[src/rtl/onehot_sel_pkg.sv]
// rtl/onehot_sel_pkg.sv - shared types, constants and helpers for the one-hot select sequencer
package onehot_sel_pkg;

    // Default target count for the 3x3 matrix configuration.
    localparam int N_OUT_3X3 = 9;

    // Sequencer FSM states.
    typedef enum logic {
        IDLE = 1'b0,
        SEQ  = 1'b1
    } state_e;

    // One bit of the one-hot code for index idx: true when bit position pos is the target.
    function automatic logic onehot_bit(input int unsigned idx, input int unsigned pos);
        return (idx == pos);
    endfunction

endpackage

[src/rtl/onehot_select_sequencer_if.sv]
// rtl/onehot_select_sequencer_if.sv - load-controller to select-sequencer handshake bundle
interface onehot_select_sequencer_if #(
    parameter int N_OUT = 9
);
    localparam int SEL_W = $clog2(N_OUT);

    logic             en;
    logic             mode;
    logic [SEL_W-1:0] addr;
    logic             addr_vld;
    logic             start;
    logic             step;
    logic [N_OUT-1:0] sel;
    logic [SEL_W-1:0] idx;
    logic             busy;
    logic             done;
    logic             err;

    // Load controller side: issues requests, observes the select fabric.
    modport master (
        output en, mode, addr, addr_vld, start, step,
        input  sel, idx, busy, done, err
    );

    // Sequencer side: consumes requests, drives the registered select.
    modport slave (
        input  en, mode, addr, addr_vld, start, step,
        output sel, idx, busy, done, err
    );

endinterface

[src/rtl/param_onehot_decoder.sv]
// rtl/param_onehot_decoder.sv - combinational N-way one-hot decoder with range flag
module param_onehot_decoder
    import onehot_sel_pkg::*;
#(
    parameter int N_OUT = N_OUT_3X3,
    localparam int SEL_W = $clog2(N_OUT)
) (
    input  logic [SEL_W-1:0] idx,
    input  logic             en,
    output logic [N_OUT-1:0] onehot,
    output logic             oor
);

    logic in_range;

    // Range check is unsigned; for power-of-two N_OUT it is always in range.
    always_comb begin
        in_range = (32'(idx) < 32'(N_OUT));
        oor      = en && !in_range;
    end

    // Out-of-range or disabled indices decode to all-zero, never multi-hot.
    always_comb begin
        onehot = '0;
        for (int i = 0; i < N_OUT; i++) begin
            onehot[i] = en && in_range && onehot_bit(32'(idx), i);
        end
    end

endmodule

[src/rtl/onehot_select_sequencer.sv]
// rtl/onehot_select_sequencer.sv - registered one-hot select: direct decode or auto-sequence
module onehot_select_sequencer
    import onehot_sel_pkg::*;
#(
    parameter int N_OUT = N_OUT_3X3,
    localparam int SEL_W = $clog2(N_OUT)
) (
    input  logic clk,
    input  logic rst_n,
    onehot_select_sequencer_if.slave bus
);

    localparam logic [SEL_W-1:0] LAST_IDX = SEL_W'(N_OUT - 1);

    state_e           state_q, state_d;
    logic [N_OUT-1:0] sel_q, sel_d;
    logic [SEL_W-1:0] idx_q, idx_d;
    logic             busy_q, busy_d;
    logic             done_q, done_d;
    logic             err_q, err_d;

    logic [SEL_W-1:0] dec_idx;
    logic             dec_en;
    logic [N_OUT-1:0] dec_onehot;
    logic             dec_oor;

    // Choose which index the shared decoder sees this cycle and whether sel may be driven.
    always_comb begin
        dec_idx = idx_q;
        dec_en  = 1'b0;
        if (bus.en) begin
            case (state_q)
                IDLE: begin
                    if (bus.mode) begin
                        if (bus.start) begin
                            dec_idx = '0;
                            dec_en  = 1'b1;
                        end
                    end else if (bus.addr_vld) begin
                        dec_idx = bus.addr;
                        dec_en  = 1'b1;
                    end
                end
                SEQ: begin
                    if (bus.step) begin
                        // Last target accepted: sel drops to zero alongside done.
                        if (idx_q != LAST_IDX) begin
                            dec_idx = idx_q + 1'b1;
                            dec_en  = 1'b1;
                        end
                    end else begin
                        dec_en = 1'b1;
                    end
                end
                default: ;
            endcase
        end
    end

    param_onehot_decoder #(
        .N_OUT (N_OUT)
    ) u_decoder (
        .idx    (dec_idx),
        .en     (dec_en),
        .onehot (dec_onehot),
        .oor    (dec_oor)
    );

    // Next-state and next-output computation for the IDLE/SEQ sequencer.
    always_comb begin
        state_d = state_q;
        idx_d   = idx_q;
        done_d  = 1'b0;
        err_d   = 1'b0;
        if (bus.en) begin
            case (state_q)
                IDLE: begin
                    if (bus.mode) begin
                        if (bus.start) begin
                            state_d = SEQ;
                            idx_d   = '0;
                        end
                    end else if (bus.addr_vld) begin
                        if (dec_oor) begin
                            err_d = 1'b1;
                        end else begin
                            idx_d = bus.addr;
                        end
                    end
                end
                SEQ: begin
                    if (bus.step) begin
                        if (idx_q == LAST_IDX) begin
                            state_d = IDLE;
                            idx_d   = '0;
                            done_d  = 1'b1;
                        end else begin
                            idx_d = idx_q + 1'b1;
                        end
                    end
                end
                default: state_d = IDLE;
            endcase
        end
        sel_d  = dec_onehot;
        busy_d = (state_d == SEQ);
    end

    // State and registered outputs; async reset aborts any sequence without a done pulse.
    always_ff @(posedge clk or negedge rst_n) begin
        if (!rst_n) begin
            state_q <= IDLE;
            sel_q   <= '0;
            idx_q   <= '0;
            busy_q  <= 1'b0;
            done_q  <= 1'b0;
            err_q   <= 1'b0;
        end else begin
            state_q <= state_d;
            sel_q   <= sel_d;
            idx_q   <= idx_d;
            busy_q  <= busy_d;
            done_q  <= done_d;
            err_q   <= err_d;
        end
    end

    assign bus.sel  = sel_q;
    assign bus.idx  = idx_q;
    assign bus.busy = busy_q;
    assign bus.done = done_q;
    assign bus.err  = err_q;

endmodule

[src/flat_wrapper.sv]
// flat-port wrapper written by rule: the top's interface ports become plain ports
module onehot_select_sequencer_flat import onehot_sel_pkg::*;
#(
    parameter int N_OUT = N_OUT_3X3,
    localparam int SEL_W = $clog2(N_OUT)
)
  (clk, rst_n, bus_en, bus_mode, bus_addr, bus_addr_vld, bus_start, bus_step, bus_sel, bus_idx, bus_busy, bus_done, bus_err);
  onehot_select_sequencer_if #(.N_OUT(N_OUT)) bus_i ();
  input  logic clk;
  input  logic rst_n;
  input wire logic [$bits(bus_i.en)-1:0] bus_en;
  input wire logic [$bits(bus_i.mode)-1:0] bus_mode;
  input wire logic [$bits(bus_i.addr)-1:0] bus_addr;
  input wire logic [$bits(bus_i.addr_vld)-1:0] bus_addr_vld;
  input wire logic [$bits(bus_i.start)-1:0] bus_start;
  input wire logic [$bits(bus_i.step)-1:0] bus_step;
  output wire logic [$bits(bus_i.sel)-1:0] bus_sel;
  output wire logic [$bits(bus_i.idx)-1:0] bus_idx;
  output wire logic [$bits(bus_i.busy)-1:0] bus_busy;
  output wire logic [$bits(bus_i.done)-1:0] bus_done;
  output wire logic [$bits(bus_i.err)-1:0] bus_err;
  assign bus_i.en = bus_en;
  assign bus_i.mode = bus_mode;
  assign bus_i.addr = bus_addr;
  assign bus_i.addr_vld = bus_addr_vld;
  assign bus_i.start = bus_start;
  assign bus_i.step = bus_step;
  assign bus_sel = bus_i.sel;
  assign bus_idx = bus_i.idx;
  assign bus_busy = bus_i.busy;
  assign bus_done = bus_i.done;
  assign bus_err = bus_i.err;
  onehot_select_sequencer #(.N_OUT(N_OUT)) u_core (.clk(clk), .rst_n(rst_n), .bus(bus_i));
endmodule
[config.mk]
export PLATFORM = sky130hd
export DESIGN_NAME = onehot_select_sequencer_flat
export DESIGN_NICKNAME = d
export VERILOG_FILES = /design/src/rtl/onehot_sel_pkg.sv /design/src/rtl/onehot_select_sequencer_if.sv /design/src/rtl/param_onehot_decoder.sv /design/src/rtl/onehot_select_sequencer.sv /design/src/flat_wrapper.sv
export SDC_FILE = /design/constraint.sdc
export NUM_CORES = 1
export LEC_CHECK = 0
export BUFFER_PORTS_ARGS = -buffer_cell sky130_fd_sc_hd__buf_2
export CAP_MARGIN = 20
export CORE_UTILIZATION = 45
export CTS_BUF_LIST = sky130_fd_sc_hd__clkbuf_8
export CTS_CLUSTER_DIAMETER = 50
export DETAILED_ROUTE_END_ITERATION = 7
export GPL_ROUTABILITY_DRIVEN = 0
export HOLD_SLACK_MARGIN = 0.1
export PLACE_DENSITY = 0.72
export SETUP_SLACK_MARGIN = 0.1
export SLEW_MARGIN = 20
export SYNTH_ARGS = -nofsm -noshare
export SYNTH_HDL_FRONTEND = slang
export SYNTH_HIERARCHICAL = 1
export SYNTH_SLANG_ARGS = --single-unit
[constraint.sdc]
create_clock -name clk -period 5.97 [get_ports clk]
set_input_delay 0.597 -clock clk [delete_from_list [all_inputs] [get_ports clk]]
set_output_delay 0.597 -clock clk [all_outputs]
set_load 0.01 [all_outputs]
==> results.cfg <==
[critical_path]
crit_fanout = 8
crit_family = compound AO/OA/AOI/OAI gates
cp_slowest_cell = dfrtp_1
critPathLaunchType = register
slowest_delay_ps = 480
end_kind = register
reg2regPathDepth = 12
cp.arrival_ps = 3290
ff2ff_setup_slack_ps = 2860
cp.buffers_inverters = 1
r2r-end = u_core/bus.idx[2]$_DFFE_PN0P_
cp_data_required_time_ps = 6150
rr_startpoint = u_core/bus.idx[0]$_DFFE_PN0P_
cpMostUsedCell = ha_1
path_cells = inv_1 -> ha_1 -> nand2_1 -> or2_1 -> ha_1 -> nor2_1 -> a221o_1 -> o311a_2 -> nor2b_1 -> o311ai_4 -> a311oi_1 -> a21o_1
critPathKind = register to register

[die]
pin_count = 27
core-area_sq_um = 1980
rows = 16
die_h_um = 48.1
start_util_pct = 48.2
die_x_um = 48.1
die_area_sq_um = 2310

[clocking]
cts_setup_buffers = 0
clock-root-buffer = clkbuf_8
clk_pin_slew_ps = 60
hold_buffers = 0
post_cts_resized = 0
numCtsBuffers = 3
htree_levels = 1
clock-sinks = 16
tritoncts = done
cts_max_path_buffers = 2
clk_latency_ps = 240

[sta]
finalSetupViolations = 0
drv_slew = 0
skew_ps = 1.73
rsz0062_at_grt = no
tns_ps = 0
finalHoldViolations = 0
worst_pin_slew_ps = 663
fmax_ghz = 0.322
fin_crit_ps = 3110
finalCritPeriodShare_pct = 52.1
slew_headroom_pct = 55.5

[placement]
hpwl_um = 1540
io_buffers = 26

[route]
routed_wl_um = 2080
vias = 868
drc = 0
wl_per_cell_um = 14.0
vias_per_cell = 5.83
drt_iter0_markers = 59
first_pass_iters = 4
antenna_left = 0

[logic_synthesis]
yosys_most_used_dff = dfrtp_1
synth_edf_count = 0
async_flop_share_pct = 100
synth_cell_types = 38
synth_area_leaders = dfrtp_1 (42%), nand2_1 (4.7%), ha_1 (3.9%)
yosysWarnings = 6
syn_nets = 111
syn_inst = 97
syn_avg_cell_area_sq_um = 9.85
synth_top_cell_by_area = dfrtp_1
yosysSeqAreaShare_pct = 41.9
synth_top_area_share_pct = 41.9
synth_area_sq_um = 956
yosys_register_bits = 16

[grt]
antenna_found_initial = 0
grt-ovfl-total = 0
grt_first_pass_wirelength_um = 3320
grt_pass1_vias = 744
grt_max_degree = 21
track_usage_pct = 21.5

[final_layout]
fin_util_pct = 57.8
layout-drive-gt1-share_pct = 32.0
antenna_cells = 0
fin_nets = 137
layout-area-overhead-vs-synth_pct = 19.9

[hold_path]
hold_path_class = input port to async pin

[status]
status = complete, no violations

[pwr]
ir_drop_mv = 0.212
p_leak_nw = 0.557
pwr_density_cell_nw_per_um2 = 448

[run]
maxCapViolCount = 0
power by group:
| group | total (W) | internal (W) | switching, W | leakage, nW |
|---|---|---|---|---|
| clock | 0.0000920 | 0.0000583 | 0.0000337 | 0.0288 |
| combinational | 0.000241 | 0.000106 | 0.000134 | 0.317 |
| sequential | 0.000181 | 0.000134 | 0.0000469 | 0.212 |
| total | 0.000514 | 0.000299 | 0.000215 | 0.557 |
cell type report:
type	count	area, sq um
fillers	181	836
multi-input cells	72	512
flip-flops and latches	16	400
repair buffers	26	130
clock buffers	4	55.1
well taps	27	33.8
inverters	4	15.0
layer usage:
metal	wire (um)	up-vias	GRT usage, %
met5	0	-	0
met1	894	401	26.8
met4	70	0	16.1
met3	140	6	3.70
li1	-	407	-
met2	980	54	33.2
how the worst max path moves through the flow:
stage | depth (start not counted) | from | endpoint | slack [ps]
floorplan | 12 | u_core/bus.idx[0]$_DFFE_PN0P_ | u_core/bus.idx[2]$_DFFE_PN0P_ | 3260
global placement | 12 | u_core/bus.idx[0]$_DFFE_PN0P_ | u_core/bus.idx[2]$_DFFE_PN0P_ | 3050
detailed placement | 12 | u_core/bus.idx[0]$_DFFE_PN0P_ | u_core/bus.idx[2]$_DFFE_PN0P_ | 2970
CTS | 12 | u_core/bus.idx[0]$_DFFE_PN0P_ | u_core/bus.idx[2]$_DFFE_PN0P_ | 2930
global route | 12 | u_core/bus.idx[0]$_DFFE_PN0P_ | u_core/bus.idx[2]$_DFFE_PN0P_ | 2660
finish | 12 | u_core/bus.idx[0]$_DFFE_PN0P_ | u_core/bus.idx[2]$_DFFE_PN0P_ | 2860
layout by cell type (no fill, tap or decap), drive strengths merged:
| master | count |
|---|---|
| nor2 | 6 |
| o311a | 1 |
| a221o | 3 |
| clkbuf | 4 |
| buf | 26 |
| and4b | 1 |
| and2b | 1 |
| o21ai | 1 |
| a311oi | 1 |
| o22a | 1 |
| a21o | 2 |
| o31ai | 4 |
| dfrtp | 16 |
| xnor2 | 1 |
| or2 | 1 |
| nor4 | 1 |
| inv | 4 |
| nand2 | 12 |
| nand3b | 2 |
| nor3b | 2 |
| o311ai | 2 |
| a221oi | 4 |
| nand2b | 3 |
| nor4b | 1 |
| ha | 3 |
| or3 | 1 |
| a21oi | 4 |
| nand3 | 2 |
| or3b | 1 |
| nor3 | 3 |
| nand4 | 2 |
| nor2b | 4 |
| and2 | 2 |
cell families (layout without fill, tap and decap cells):
logic type                 count (synthesis)  after routing  share of synthesized area (%)
and+or+nand+nor                           45             45                           27.0
AOI/OAI and AO/OA                         23             23                           21.7
DFF                                       16             16                           41.9
buffers and inverters                      9             34                           4.58
adders and majority gates                  3              3                           3.93
xor gates and xnor gates                   1              1                          0.916
metrics by stage:
step	hold WS, ps	instance area, sq um	cells	power [W]	setup WS [ps]
4_1_cts	261	1150	149	0.000515	2930
2_1_floorplan	301	956	97	0.000354	3260
6_report	252	1150	149	0.000514	2860
3_5_place_dp	524	1090	145	0.000421	2970
3_3_place_gp	516	1090	145	0.000413	3050
5_1_grt	278	1150	149	0.000555	2660
synthesized netlist by cell type, types with 2 or more instances:
| library cell | instances |
|---|---|
| dfrtp_1 | 16 |
| nand2_1 | 12 |
| nor2_1 | 6 |
| a21oi_1 | 4 |
| a221oi_1 | 4 |
| inv_1 | 4 |
| nor2b_1 | 4 |
| o31ai_1 | 4 |
| a221o_1 | 3 |
| ha_1 | 3 |
| nand2b_1 | 3 |
| nor3_1 | 3 |
| a21o_1 | 2 |
| buf_4 | 2 |
| nand3_1 | 2 |
| nand3b_1 | 2 |
| nand4_1 | 2 |
state kept, by name, summed over array words and instances, names as in the netlist:
signal / flops
u_core/bus.err: 1
u_core/bus.idx: 4
u_core/bus.done: 1
u_core/bus.busy: 1
u_core/bus.sel: 9
Note: power is estimated with default switching activity, not from simulation.
